`src/rtl/dc_arb_pkg.sv`:
```
// Shared types and parameter defaults for the downconverter stream arbiter.
// Imported by the arbiter top and its output buffer.
package dc_arb_pkg;

    localparam int N_REQ_DEF     = 4;
    localparam int DATA_W_DEF    = 32;
    localparam int BURST_MAX_DEF = 16;

    typedef enum logic {
        IDLE  = 1'b0,
        GRANT = 1'b1
    } arb_state_e;

endpackage

```
`src/rtl/dc_skid_buf.sv`:
```
// Two-entry in-order output buffer; the head entry drives the outputs directly,
// so a write into an empty buffer is visible on the next cycle.
module dc_skid_buf
    import dc_arb_pkg::*;
#(
    parameter int WIDTH = DATA_W_DEF + 3
) (
    input  logic             i_clk,
    input  logic             i_rst_n,
    input  logic             i_push,
    input  logic [WIDTH-1:0] i_data,
    input  logic             i_pop,
    output logic [WIDTH-1:0] o_data,
    output logic             o_valid,
    output logic [1:0]       o_count
);

    logic [WIDTH-1:0] head;
    logic [WIDTH-1:0] tail;
    logic [1:0]       count;
    logic             pop_ok;
    logic             push_ok;

    assign pop_ok  = i_pop && (count != 2'd0);
    assign push_ok = i_push && ((count != 2'd2) || pop_ok);

    always_ff @(posedge i_clk or negedge i_rst_n) begin
        if (!i_rst_n) begin
            head  <= '0;
            tail  <= '0;
            count <= 2'd0;
        end else begin
            unique case (1'b1)
                push_ok && !pop_ok: begin
                    if (count == 2'd0) head <= i_data;
                    else               tail <= i_data;
                    count <= count + 2'd1;
                end
                !push_ok && pop_ok: begin
                    head  <= tail;
                    count <= count - 2'd1;
                end
                push_ok && pop_ok: begin
                    // Occupancy unchanged: refill behind the departing head
                    if (count == 2'd1) begin
                        head <= i_data;
                    end else begin
                        head <= tail;
                        tail <= i_data;
                    end
                end
                default: ;
            endcase
        end
    end

    assign o_data  = head;
    assign o_valid = (count != 2'd0);
    assign o_count = count;

endmodule

```
`src/rtl/dc_stream_arbiter.sv`:
```
// Round-robin burst arbiter feeding one downconverter from N_REQ streams.
// Grants last up to BURST_MAX beats and drain through a 2-entry buffer.
module dc_stream_arbiter
    import dc_arb_pkg::*;
#(
    parameter int N_REQ     = N_REQ_DEF,
    parameter int DATA_W    = DATA_W_DEF,
    parameter int BURST_MAX = BURST_MAX_DEF
) (
    input  logic                      i_clk,
    input  logic                      i_rst_n,
    input  logic [N_REQ*DATA_W-1:0]   i_req_data,
    input  logic [N_REQ-1:0]          i_req_valid,
    output logic [N_REQ-1:0]          o_req_ready,
    output logic [DATA_W-1:0]         o_data,
    output logic [$clog2(N_REQ)-1:0]  o_src,
    output logic                      o_valid,
    input  logic                      i_ready,
    output logic                      o_last,
    output logic                      o_busy
);

    localparam int SRC_W = $clog2(N_REQ);
    localparam int CNT_W = $clog2(BURST_MAX + 1);
    localparam int BUF_W = DATA_W + SRC_W + 1;

    arb_state_e         state;
    logic [SRC_W-1:0]   rr_ptr;
    logic [SRC_W-1:0]   gnt;
    logic [CNT_W-1:0]   beat_cnt;
    logic [N_REQ-1:0]   ready_q;

    logic [SRC_W-1:0]   pick;
    logic [SRC_W:0]     sum;
    logic [N_REQ-1:0]   pick_oh;
    logic [N_REQ-1:0]   gnt_oh;
    logic               acc;
    logic               last_beat;
    logic               pop;
    logic [1:0]         cnt;
    logic [1:0]         cnt_nx;
    logic [BUF_W-1:0]   buf_in;
    logic [BUF_W-1:0]   buf_out;

    // First valid requester at or above rr_ptr, wrapping
    always_comb begin
        pick = '0;
        sum  = '0;
        for (int i = N_REQ - 1; i >= 0; i--) begin
            sum = {1'b0, rr_ptr} + (SRC_W+1)'(i);
            if (sum >= (SRC_W+1)'(N_REQ)) sum = sum - (SRC_W+1)'(N_REQ);
            if (i_req_valid[sum[SRC_W-1:0]]) pick = sum[SRC_W-1:0];
        end
    end

    assign pick_oh   = N_REQ'(1) << pick;
    assign gnt_oh    = N_REQ'(1) << gnt;
    assign acc       = |(ready_q & i_req_valid);
    assign last_beat = (beat_cnt == CNT_W'(BURST_MAX - 1));
    assign pop       = o_valid && i_ready;
    assign cnt_nx    = cnt + {1'b0, acc} - {1'b0, pop};

    assign buf_in = {last_beat, gnt,
                     i_req_data[gnt*DATA_W +: DATA_W]};

    always_ff @(posedge i_clk or negedge i_rst_n) begin
        if (!i_rst_n) begin
            state    <= IDLE;
            rr_ptr   <= '0;
            gnt      <= '0;
            beat_cnt <= '0;
            ready_q  <= '0;
        end else begin
            unique case (state)
                IDLE: begin
                    ready_q <= '0;
                    if (|i_req_valid) begin
                        state    <= GRANT;
                        gnt      <= pick;
                        beat_cnt <= '0;
                        ready_q  <= (cnt_nx != 2'd2) ? pick_oh : '0;
                    end
                end
                GRANT: begin
                    if (acc) beat_cnt <= beat_cnt + CNT_W'(1);
                    if (!i_req_valid[gnt] || (acc && last_beat)) begin
                        state   <= IDLE;
                        ready_q <= '0;
                        rr_ptr  <= (gnt == SRC_W'(N_REQ - 1)) ?
                                   '0 : gnt + SRC_W'(1);
                    end else begin
                        // Registered "not full" for the coming cycle
                        ready_q <= (cnt_nx != 2'd2) ? gnt_oh : '0;
                    end
                end
                default: state <= IDLE;
            endcase
        end
    end

    dc_skid_buf #(
        .WIDTH (BUF_W)
    ) u_buf (
        .i_clk   (i_clk),
        .i_rst_n (i_rst_n),
        .i_push  (acc),
        .i_data  (buf_in),
        .i_pop   (i_ready),
        .o_data  (buf_out),
        .o_valid (o_valid),
        .o_count (cnt)
    );

    assign {o_last, o_src, o_data} = buf_out;
    assign o_req_ready = ready_q;
    assign o_busy      = (state == GRANT);

endmodule

```
`config.mk`:
```
export PLATFORM = sky130hd
export DESIGN_NAME = dc_stream_arbiter
export DESIGN_NICKNAME = d
export VERILOG_FILES = /design/src/rtl/dc_arb_pkg.sv /design/src/rtl/dc_skid_buf.sv /design/src/rtl/dc_stream_arbiter.sv
export SDC_FILE = /design/constraint.sdc
export NUM_CORES = 1
export LEC_CHECK = 0
export ABC_AREA = 1
export CAP_MARGIN = 20
export CORE_MARGIN = 5
export CORE_UTILIZATION = 40
export DETAILED_ROUTE_END_ITERATION = 16
export DONT_BUFFER_PORTS = 1
export GPL_TIMING_DRIVEN = 0
export MAX_ROUTING_LAYER = met4
export SLEW_MARGIN = 25
export SYNTH_ARGS = -nofsm -noshare
export SYNTH_HDL_FRONTEND = slang
export SYNTH_HIERARCHICAL = 1
export SYNTH_SLANG_ARGS = --single-unit
export TNS_END_PERCENT = 30
```
`constraint.sdc`:
```
create_clock -name i_clk -period 2.1 [get_ports i_clk]
set_clock_uncertainty 0.05 [all_clocks]
set_input_delay 0.42 -clock i_clk [delete_from_list [all_inputs] [get_ports i_clk]]
set_output_delay 0.42 -clock i_clk [all_outputs]
set_load 0.03 [all_outputs]
```
## Word-level counts from Yosys, hierarchy flattened

Cells that the tools add are included.

| cells by class | value |
|---|---|
| add/subtract/negate cells | 13 |
| order comparisons | 9 |
| equal/unequal tests | 10 |
| shifts and indexed selects | 3 |
| multiplexer cells | 37 |
| bitwise gates (word level) | 2 |
| reduce and logical (&&, ||, !) cells | 23 |

Operators by type and width:

| operator | count |
|---|---|
| 2-to-1 mux 35 bit | 4 |
| variable part select 128 x 8 -> 32 bit | 1 |
| case mux 35 bit (3 select lines) | 1 |
| case mux 35 bit (2 select lines) | 1 |
| 2-to-1 mux 2 bit | 9 |
| 2-to-1 mux 4 bit | 4 |
| less-than comparator 2 x 3 -> 1 bit, second input constant | 5 |
| inequality test 2 bit, second input constant | 6 |
| binary-select mux 1 bit (select 2 bit) | 5 |
| 2-to-1 mux 5 bit | 2 |
| case mux 5 bit (2 select lines) | 1 |
| subtractor 2 x 1 -> 2 bit, second input constant | 5 |
| >= comparator 3 bit, second input constant | 3 |
| case mux 4 bit (2 select lines) | 1 |
| AND reduction 2 bit | 4 |
| OR reduction 4 bit | 2 |
| << shifter 1 x 2 -> 4 bit, first input constant | 2 |
| 2-to-1 mux 1 bit | 7 |
| adder 2 x 2 -> 3 bit, second input constant | 2 |
| logical AND 1 bit | 6 |
| nonzero test 2 bit | 3 |
| adder 5 x 1 -> 5 bit, second input constant | 1 |
| == test 5 x 4 -> 1 bit, second input constant | 1 |
| adder 2 x 1 -> 2 bit, second input constant | 2 |
| 16 further kinds | 19 |

| storage, ports and cells | value |
|---|---|
| register bits after elaboration | 86 |
| bits of input ports | 135 |
| output and inout port bits | 41 |
| word-level logic and storage cells | 105 |

## Logic depth before layout (Yosys ltp)

| depth | value |
|---|---|
| depth in word-level cells | 13 |
| depth in mapped cells | 15 |
| mapped depth without buffers | 15 |

## By module

The synthesis kept the hierarchy.

By module, submodules not included:

| module | instances | cells an instance | area each (um^2) | sequential area each (um^2) |
|---|---|---|---|---|
| dc_skid_buf | 1 | 480 | 3587.2 | 1801.7 |
| dc_stream_arbiter | 1 | 319 | 1899.3 | 350.3 |

## Worst setup path after synthesis

OpenSTA, ideal clock, no wires.

| timing path | value |
|---|---|
| path kind | flip-flop to flip-flop |
| from | register u_buf.count[0] (netlist: u_buf/o_count[0]) |
| to | register ready_q[2] (netlist: o_req_ready[2]) |
| setup time | 0.118 ns |
| arrival | 1.885 ns |
| data required time | 1.932 ns |
| setup slack | 0.046 ns |
| cell stages (with the launch flop) | 15 |
| buffers on the path | 0 |
| clock period less this slack | 2.054 ns |
| cells stage by stage | dfrtp_1 > inv_1 > ha_1 > inv_2 > nand2_1 > inv_1 > ha_1 > inv_1 > ha_1 > inv_1 > nand3_2 > nand2_1 > inv_2 > nand4_1 > nand2_1 |

| between the ends | value |
|---|---|
| longest elaborated chain between the ends | 7 |
| elaborated cells between the ends (all ways) | 10 |
| those cells by class | add/sub: 2; eq/ne: 1; mux: 5; reduce/logical: 2 |

Ends and longest elaborated chain:

| element | RTL line | text |
|---|---|---|
| from (decl) | dc_skid_buf.sv:20 | `logic [1:0] count;` |
| from (signal assigned) | dc_skid_buf.sv:37 | `count <= count + 2'd1;` |
| from (signal assigned) | dc_skid_buf.sv:41 | `count <= count - 2'd1;` |
| nonzero test 2 bit * | dc_skid_buf.sv:58 | `assign o_valid = (count != 2'd0);` |
| net o_valid | dc_stream_arbiter.sv:17 | `output logic o_valid,` |
| logical AND 1 bit * | dc_stream_arbiter.sv:60 | `assign pop = o_valid && i_ready;` |
| subtractor 2 x 1 -> 2 bit * | dc_stream_arbiter.sv:61 | `assign cnt_nx = cnt + {1'b0, acc} - {1'b0, pop};` |
| inequality test 2 bit * | dc_stream_arbiter.sv:81, dc_stream_arbiter.sv:93 |  |
| 2-to-1 mux 4 bit (on tied branches) | dc_stream_arbiter.sv:93, dc_stream_arbiter.sv:81 |  |
| 2-to-1 mux 4 bit (on tied branches) | dc_stream_arbiter.sv:86, dc_stream_arbiter.sv:77 |  |
| case mux 4 bit (2 select lines) * | dc_stream_arbiter.sv:74 | `unique case (state)` |
| to (signal assigned) | dc_stream_arbiter.sv:81 | `ready_q <= (cnt_nx != 2'd2) ? pick_oh : '0;` |
| to (signal assigned) | dc_stream_arbiter.sv:93 | `ready_q <= (cnt_nx != 2'd2) ? gnt_oh : '0;` |
| to (decl) | dc_stream_arbiter.sv:31 | `logic [N_REQ-1:0] ready_q;` |

Mark *: on every way through the listed nets, which the timed path passes. The rest lies on a longest branch.
A chain may end at the register's enable or synchronous reset.

## Worst setup path after layout

| timing path | value |
|---|---|
| from | register u_buf.count[0] (netlist: u_buf/o_count[0]) |
| to | register ready_q[1] (netlist: o_req_ready[1]) |

The elaborated chain is that of the path after synthesis.

==> flow_summary.ini <==
[setup_path]
cp-end-kind = flop
cp_max_fo = 7
max_stage_delay_ns = 0.41
cpMostUsedCell = inv_1
path_class = flop to flop
worst_setup_path_start_kind = flop
worstReg2RegStart = u_buf/o_count[0]$_DFFE_PN0P_
critical_path.cell_chain = inv_2 -> ha_4 -> clkinv_8 -> nand2_2 -> inv_1 -> ha_1 -> inv_1 -> ha_4 -> inv_1 -> nand2_2 -> nand3_4 -> buf_6 -> nand3_1 -> nand2_1
crit_family = adder cells
arrival_ns = 2.23
slowest_stage = dfrtp_1
crit_start = u_buf/o_count[0]$_DFFE_PN0P_
worst-path-buf-inv = 6
worstPathRequired_ns = 2.28

[finish]
fin_cells = 996
utilization_pct = 46.6
fin_nets = 961
layout_commonest_cell = nand2_1
drive_gt1_share_pct = 13.9
syn2layout_area_growth_pct = 13.4
antenna_cells = 0
register_area_sq_mm = 0.00216
nFillCells = 1369
final_area_sq_mm = 0.00622
final_cell_mix = nand2_1 (226), nand3_1 (121), inv_1 (87)
multi_input_area_sq_mm = 0.00282

[logic_synthesis]
synth_edf_count = 0
synth-seq-cells = 86
yosys-top-cells-area = dfrtp_1 (39%), nand2_1 (16%), nand3_1 (11%)
synth.mux.area_fraction_pct = 0
async_reset_ff_share_pct = 100
syn-num-nets = 945
synth_xor_area_share_pct = 0.319
netlist_instances = 799
synth_compound_area_share_pct = 11.3
synth_top_area_share_pct = 39.2
postSynthAreaPerCell_sq_um = 6.87
synthAdderAreaFrac_pct = 2.51
dominantRegCellSynth = dfrtp_1
synth.distinct_cells = 29
synth-simple-area-share_pct = 35.3
synth_top_area_cell = dfrtp_1
synth_top_family_by_area = simple AND/OR/NAND/NOR gates
syn_area_sq_mm = 0.00549
yosysSeqAreaShare_pct = 39.2
yosysWarnings = 6

[power_and_ir_drop]
power_frac_seq_pct = 32.3
p_int_mw = 5.56
power.share.switching_pct = 51.8
power_mw = 11.5
p_sw_mw = 5.96
p_leak_nw = 3.29
combPwrFrac_pct = 52.6
power.density_mw_per_mm2 = 1850
vdd_drop_max_mv = 0.815
clkPwrFrac_pct = 15.1

[routing]
num_vias = 5452
initialDrtViolationCount = 421
postRouteAntennaNets = 0
remaining_drc_errors = 0
drt_first_pass_iters = 6
totalWireLength_um = 18400
vias_per_cell = 5.47
wl_per_cell_um = 18.5

[floorplanning]
initial_core_util_pct = 41.1
pin_count = 176
die_area_sq_mm = 0.0162
die_h_um = 127
rows = 42
dieWidth_um = 127
core_area_sq_mm = 0.0133

[global_route]
grt_max_degree = 87
grt_pass1_wl_um = 28300
grt_pass1_vias = 5377
antenna_found_initial = 0
grt_use_total_pct = 22.9
grt.overflow.total = 0

[clock_network]
cts_tree = built
root_buffer = clkbuf_16
clk_latency_ns = 0.34
numCtsBuffers = 9
clk_pin_slew_worst_paths_ns = 0.07
clock_sinks = 86
clockBufferDepth = 2
htreeDepth = 3

[timing]
min_period_ns = 2.05
tightest_slew_ns = 0.537
setup_viol = 0
finalHoldViolations = 86
period_share_pct = 97.5
drv_slew = 0
hold-worst-slack_ns = -0.284
fmax_ghz = 0.488
maxSlewHeadroom_pct = 64.2
rsz0062_at_grt = yes

[placed_design]
dpl_cell_area_sq_mm = 0.00571
port_buffers = 0
detailedPlacementHpwl_um = 13600
gp_congestion = 0.884
place_inst = 975

[job]
max_cap_violations = 0

[status]
status = finished with violations
violations = negative hold slack

[min_path]
min_path_type = input port to async pin
[metal layers]
| layer | share of wire [%] | GRT usage (%) |
|---|---|---|
| met2 | 47 | 36.1 |
| met4 | 1.6 | 7.07 |
| met1 | 42 | 29.5 |
| met5 | 0 | - |
| met3 | 8.8 | 5.18 |
[logic make-up (layout without fill, tap and decap cells)]
group | Yosys count | after routing
AOI/OAI and AO/OA | 111 | 111
adders and majority gates | 11 | 11
and+or+nand+nor | 445 | 445
xor gates and xnor gates | 2 | 2
DFF | 86 | 86
buffers and inverters | 144 | 165
[final timing paths]
path | slack (ns) | cells past startpoint | end
max | 0.05 | 14 | o_req_ready[1]$_DFF_PN0_
min | -0.28 | 0 | u_buf/o_data[2]$_DFFE_PN0P_
max reg2reg | 0.05 | 14 | o_req_ready[1]$_DFF_PN0_
min reg2reg | 0.42 | 2 | u_buf/tail[26]$_DFFE_PN0P_
max in group asynchronous | 2.13 | 0 | u_buf/o_data[17]$_DFFE_PN0P_
min in group i_clk | 0.37 | 4 | u_buf/o_data[31]$_DFFE_PN0P_
[cell usage after synthesis (2+ instances only)]
library cell    n
nand3_1       123
ha_1           11
o21ai_1         4
inv_1          90
nor2_1         68
a21oi_1         2
dfrtp_1        86
nand2_4         3
clkbuf_1       16
inv_2           8
buf_4           6
nand2_2         7
o22ai_1        34
nand2_1       229
buf_2          20
nand3_2         7
nand4_1         3
buf_6           4
o21ai_0        68
[flip-flops by register name, summed over array words and instances (netlist names)]
name / cells
u_buf/o_data: 35
u_buf/tail: 35
beat_cnt: 5
o_req_ready: 4
gnt: 2
rr_ptr: 2
u_buf/o_count: 2
o_busy: 1
[stage by stage]
step / hold WS, ns / setup slack, ns / setup TNS (ns)
detailed placement: 0.0768 / -0.151 / -5.33
global route: -0.300 / -0.0429 / -0.106
floorplan: 0.0744 / 0.0464 / 0
global placement: 0.0775 / -0.133 / -3.84
CTS: -0.298 / 0.00435 / 0
finish: -0.284 / 0.0526 / 0
[layout make-up]
type / count / area share (%)
buffer: 46 / 4.42
clock buffer: 11 / 3.90
clock inverter: 5 / 1.33
inverter: 98 / 6.19
multi-input combinational: 569 / 45.3
sequential: 86 / 34.7
tap: 176 / 3.54
timing repair buffer: 5 / 0.664
[power by group through the flow]
stage	Sequential [mW]	Clock [mW]	Combinational [mW]
floorplan	3.54	0	4.14
global placement	3.73	0	5.42
detailed placement	3.75	0	5.57
CTS	3.73	1.77	5.70
global route	3.81	1.84	6.82
finish	3.72	1.74	6.05
[what timing repair did]
action,CTS,global route
setup buffers,1,4
setup endpoints to repair,66,67
pin swaps,1,7
resized for setup,16,38
endpoints found under the hold margin,86,86
gates cloned,0,0
Note: power is estimated with default switching activity, not from simulation.
